==> config.mk <==
export PLATFORM = sky130hd
export DESIGN_NAME = bit_serial_adder
export DESIGN_NICKNAME = d
export VERILOG_FILES = /design/src/rtl/bit_serial_adder.sv
export SDC_FILE = /design/constraint.sdc
export NUM_CORES = 1
export LEC_CHECK = 0
export BUFFER_PORTS_ARGS = -buffer_cell sky130_fd_sc_hd__buf_4
export CORE_ASPECT_RATIO = 0.7
export CORE_MARGIN = 2
export CORE_UTILIZATION = 49
export DETAILED_ROUTE_END_ITERATION = 8
export GPL_TIMING_DRIVEN = 1
export HOLD_SLACK_MARGIN = 0.1
export PLACE_DENSITY = 0.75
export SLEW_MARGIN = 0
export SYNTH_ARGS = -nofsm -noshare
export SYNTH_HDL_FRONTEND = slang
export SYNTH_SLANG_ARGS = --single-unit
==> constraint.sdc <==
create_clock -name clock -period 7.25 [get_ports clock]
set_input_delay 1.8125 -clock clock [delete_from_list [all_inputs] [get_ports clock]]
set_output_delay 1.8125 -clock clock [all_outputs]
set_load 0.02 [all_outputs]
==> src/rtl/bit_serial_adder.sv <==
// bit_serial_adder: multi-cycle WIDTH-bit adder built around a single
// one_bit_full_adder. Operands are shifted out LSB first, one bit per clock,
// and the sum bits are shifted into the result register from the top.
//
// Handshake: start is accepted on any rising edge where busy=0 (IDLE or
// DONE); start while busy=1 is dropped, not queued. busy is high for WIDTH
// cycles after the accepting edge; done then pulses for exactly one cycle,
// and sum/c_out/overflow stay valid until the next accepted start.
//
// Ports:
//   clock      rising-edge clock
//   reset      asynchronous active-high reset
//   start      add request (sampled only when busy=0)
//   a, b       WIDTH-bit operands, captured on the accepting edge
//   c_in       carry-in, captured on the accepting edge
//   busy       high while bits are being processed
//   done       one-cycle completion pulse
//   sum        WIDTH-bit result register
//   c_out      carry out of bit WIDTH-1
//   overflow   signed overflow flag (0 unless BIT_SERIAL_ADDER_OVERFLOW_EN)
//   dbg_state  current FSM state (IDLE=0, RUN=1, DONE=2)
//
// Configuration macro: BIT_SERIAL_ADDER_OVERFLOW_EN builds the overflow
// register; when undefined the overflow port is tied to 0.

module one_bit_full_adder (
    input  logic a,
    input  logic b,
    input  logic c_in,
    output logic sum,
    output logic c_out
);
    assign sum   = a ^ b ^ c_in;
    assign c_out = (a & b) | (c_in & (a ^ b));
endmodule

module bit_serial_adder #(
    parameter int WIDTH = 64
) (
    input  logic             clock,
    input  logic             reset,
    input  logic             start,
    input  logic [WIDTH-1:0] a,
    input  logic [WIDTH-1:0] b,
    input  logic             c_in,
    output logic             busy,
    output logic             done,
    output logic [WIDTH-1:0] sum,
    output logic             c_out,
    output logic             overflow,
    output logic [1:0]       dbg_state
);
    localparam int CNT_W = (WIDTH > 1) ? $clog2(WIDTH) : 1;
    localparam logic [CNT_W-1:0] LAST_BIT = CNT_W'(WIDTH - 1);

    localparam logic [1:0] IDLE = 2'd0;
    localparam logic [1:0] RUN  = 2'd1;
    localparam logic [1:0] DONE = 2'd2;

    logic [1:0]       state_q;
    logic [WIDTH-1:0] a_sr;
    logic [WIDTH-1:0] b_sr;
    logic             carry_q;
    logic [CNT_W-1:0] count_q;
    logic [WIDTH-1:0] sum_q;
    logic             c_out_q;

    logic fa_sum;
    logic fa_cout;
    logic accept;
    logic last_bit;

    one_bit_full_adder u_fa (
        .a     (a_sr[0]),
        .b     (b_sr[0]),
        .c_in  (carry_q),
        .sum   (fa_sum),
        .c_out (fa_cout)
    );

    // A request is only seen outside RUN; DONE accepts directly so a held
    // start runs back-to-back without an IDLE cycle.
    assign accept   = start && (state_q != RUN);
    assign last_bit = (state_q == RUN) && (count_q == LAST_BIT);

    always_ff @(posedge clock or posedge reset) begin
        if (reset) begin
            state_q <= IDLE;
            a_sr    <= '0;
            b_sr    <= '0;
            carry_q <= 1'b0;
            count_q <= '0;
            sum_q   <= '0;
            c_out_q <= 1'b0;
        end else begin
            case (state_q)
                RUN: begin
                    // New sum bit enters at the MSB; after WIDTH shifts bit 0
                    // of the operands has reached sum[0].
                    sum_q   <= {fa_sum, sum_q[WIDTH-1:1]};
                    carry_q <= fa_cout;
                    a_sr    <= a_sr >> 1;
                    b_sr    <= b_sr >> 1;
                    count_q <= count_q + CNT_W'(1);
                    if (last_bit) begin
                        c_out_q <= fa_cout;
                        state_q <= DONE;
                    end
                end
                default: begin
                    if (accept) begin
                        a_sr    <= a;
                        b_sr    <= b;
                        carry_q <= c_in;
                        count_q <= '0;
                        sum_q   <= '0;
                        c_out_q <= 1'b0;
                        state_q <= RUN;
                    end else begin
                        // DONE falls back to IDLE; results are held.
                        state_q <= IDLE;
                    end
                end
            endcase
        end
    end

`ifdef BIT_SERIAL_ADDER_OVERFLOW_EN
    logic overflow_q;

    // On the last bit carry_q is the carry into the MSB and fa_cout the
    // carry out of it; their XOR is the two's-complement overflow.
    always_ff @(posedge clock or posedge reset) begin
        if (reset) begin
            overflow_q <= 1'b0;
        end else if (accept) begin
            overflow_q <= 1'b0;
        end else if (last_bit) begin
            overflow_q <= carry_q ^ fa_cout;
        end
    end

    assign overflow = overflow_q;
`else
    assign overflow = 1'b0;
`endif

    assign busy      = (state_q == RUN);
    assign done      = (state_q == DONE);
    assign sum       = sum_q;
    assign c_out     = c_out_q;
    assign dbg_state = state_q;

endmodule

==> results_dict.tcl <==
set metrics [dict create \
    route.detailed.drc 0 \
    syn_nets 1016 \
    multi_input_area_mm2 0.003418 \
    synth-main-ff-cell "dfrtp_1" \
    cts_setup_buffers 0 \
    fin_nets 1177 \
    synth_area_leaders "dfrtp_1 (57%), mux2i_1 (15%), o21ai_0 (11%)" \
    num_vias 6577 \
    drive_above_1_share_pct 23.11 \
    row_count 41 \
    cp-end-kind "output pin" \
    regArea_mm2 0.005055 \
    io_buffers 200 \
    path_class "reg -> out" \
    power.leakage_uw 0.005578 \
    cap_violations 0 \
    finalHoldViolCount 0 \
    wire_per_inst_um 14.80 \
    synth_warnings 0 \
    clkSinkCount 202 \
    rsz0062_at_grt "no" \
    hp-class "reg -> reg" \
    n_fill_cell 1468 \
    grt_max_degree 203 \
    final_cell_area_mm2 0.01104 \
    die_area_mm2 0.01920 \
    hpwl_um 12190 \
    drtAntennaViolNets 0 \
    synth_cell_types 28 \
    coreArea_mm2 0.01785 \
    seq_area_frac_synth_pct 57.02 \
    grt_overflow 0 \
    clk_latency_ps 490 \
    worstMarginPinSlew_ps 1140 \
    area_delta_synth_final_pct 24.50 \
    status "finished, final reports clean" \
    die_h_um 116.5 \
    path_clk_slew_ps 60 \
    h-tree-depth 1 \
    synthCells 882 \
    ir_drop_uv 209.4 \
    cts_root_buf "clkbuf_16" \
    gp_congestion 0.7525 \
    cts_made_buffers 21 \
    cp_max_fo 123 \
    cp.required_ps 5440 \
    antenna_cells 0 \
    period_needed_ps 3901 \
    worstPathArrival_ps 2090 \
    postRouteWirelength_um 19120 \
    synth-seq-cells 202 \
    top_level_ports 202 \
    grt_usage_pct 19.78 \
    slew_headroom_pct 24.03 \
    cts_buffer_depth 3 \
    setup_viol 0 \
    antenna_found_initial 0 \
    first_global_vias 6261 \
    synth_top_cell_by_area "dfrtp_1" \
    chipWidth_um 164.8 \
    synth_edf_count 0 \
    tns_ps 0 \
    synthArstFlopShare_pct 100.0 \
    dr.pass1.iters 4 \
    syn-cell-area_mm2 0.008865 \
    fin_skew_ps 9.813 \
    utilization_pct 61.82 \
    timing.fmax_mhz 256.3 \
    start_util_pct 49.66 \
    synth_top_area_share_pct 57.02 \
    power.density_mw_per_mm2 388.1 \
    critPathLaunchType "register" \
    grt_pass1_wl_um 30850 \
    syn_avg_cell_area_um2 10.05 \
    ctsResizeCount 0 \
    cts_tree "built" \
    min_period_over_period_pct 53.81 \
    dr.first_iter.drc_count 561 \
    viasPerCell 5.091 \
    placed_area_mm2 0.01036 \
    slew_viol_final 0 \
    ctsHoldBuffers 0 \
]
[metal layers]
layer  up-vias  share of wire [%]  track usage [%]
li1       3296                  -                -
met1      3099                 47            29.00
met2       162                 43            29.57
met3        20                8.4            5.930
met4         0                1.4            3.594
met5         -                  0                0
[cell usage in the layout (no fill, tap or decap), drive strengths merged, types with 2 or more instances in the layout]
| cell | n |
|---|---|
| a211o | 2 |
| buf | 205 |
| bufinv | 2 |
| clkbuf | 24 |
| clkinv | 4 |
| clkinvlp | 6 |
| dfrtp | 202 |
| inv | 7 |
| mux2i | 130 |
| nand2 | 257 |
| nand3 | 4 |
| nor2 | 4 |
| nor3 | 2 |
| o211a | 2 |
| o21ai | 193 |
[logic make-up after synthesis]
| family | count (synthesis) | synth area share, % |
|---|---|---|
| AND/OR/NAND/NOR | 272 | 11.77 |
| buffers and inverters | 74 | 4.418 |
| multiplexers | 131 | 14.81 |
| other | 1 | 0.04230 |
| flip-flops | 202 | 57.02 |
| XOR/XNOR | 1 | 0.09882 |
| adder cells (fa/ha/maj) | 2 | 0.3670 |
| AO/OA/AOI/OAI | 199 | 11.47 |
[worst max-delay path, stage by stage, from the launching register on]
cell,delay [ps]
dfrtp_1,410
nand2b_1,400
inv_8,520
buf_4,240
[area by class of cell]
class,count,area share (%)
timing repair buffer,205,14.09
clock inverter,12,1.168
clock buffer,24,4.954
multi-input combinational,606,30.97
tap,236,2.675
sequential,202,45.80
inverter,7,0.3401
[cells in the mapped netlist, types with 2 or more instances]
cell / n
clkbuf_1: 21
dfrtp_1: 202
mux2i_1: 130
o21ai_0: 193
buf_6: 3
a211o_1: 2
nand2_1: 257
nor2_1: 3
nand3_1: 4
nor3_1: 2
inv_1: 6
buf_2: 28
o211a_1: 2
buf_4: 15
[final timing paths]
| kind | startpoint | endpoint | slack [ps] | cells past startpoint |
|---|---|---|---|---|
| worst max-delay path | dbg_state[1] | busy | 3350 | 3 |
| worst min-delay path | a_sr[6] | a_sr[5] | 470 | 2 |
| worst max register to register | dbg_state[1] | count_q[5] | 4360 | 5 |
| max in group asynchronous | reset | a_sr[40] | 4780 | 3 |
| min in group asynchronous | reset | a_sr[17] | 1630 | 3 |
| worst min register to register | a_sr[6] | a_sr[5] | 470 | 2 |
[through the flow]
| step | instances | power [µW] | worst slack [ps] | hold slack (ps) |
|---|---|---|---|---|
| 6_report | 1292 | 4284 | 3349 | 470.6 |
| 5_1_grt | 1292 | 4612 | 3177 | 495.3 |
| 4_1_cts | 1292 | 4331 | 3334 | 477.3 |
| 3_5_place_dp | 1256 | 3250 | 3706 | 462.6 |
| 3_3_place_gp | 1256 | 3183 | 3753 | 456.8 |
| 2_1_floorplan | 882 | 2714 | 2821 | 449.0 |
[power by group]
part	internal, µW	switching, µW
clock network	617	444
logic	560	739
registers	1610	317
total	2780	1500
[registers in the layout (all words and copies together), names as in the netlist]
name and flops:
c_out 1, carry_q 1, a_sr 64, sum 64, dbg_state 2, b_sr 64, count_q 6
Power figures use the tool's default switching activity.
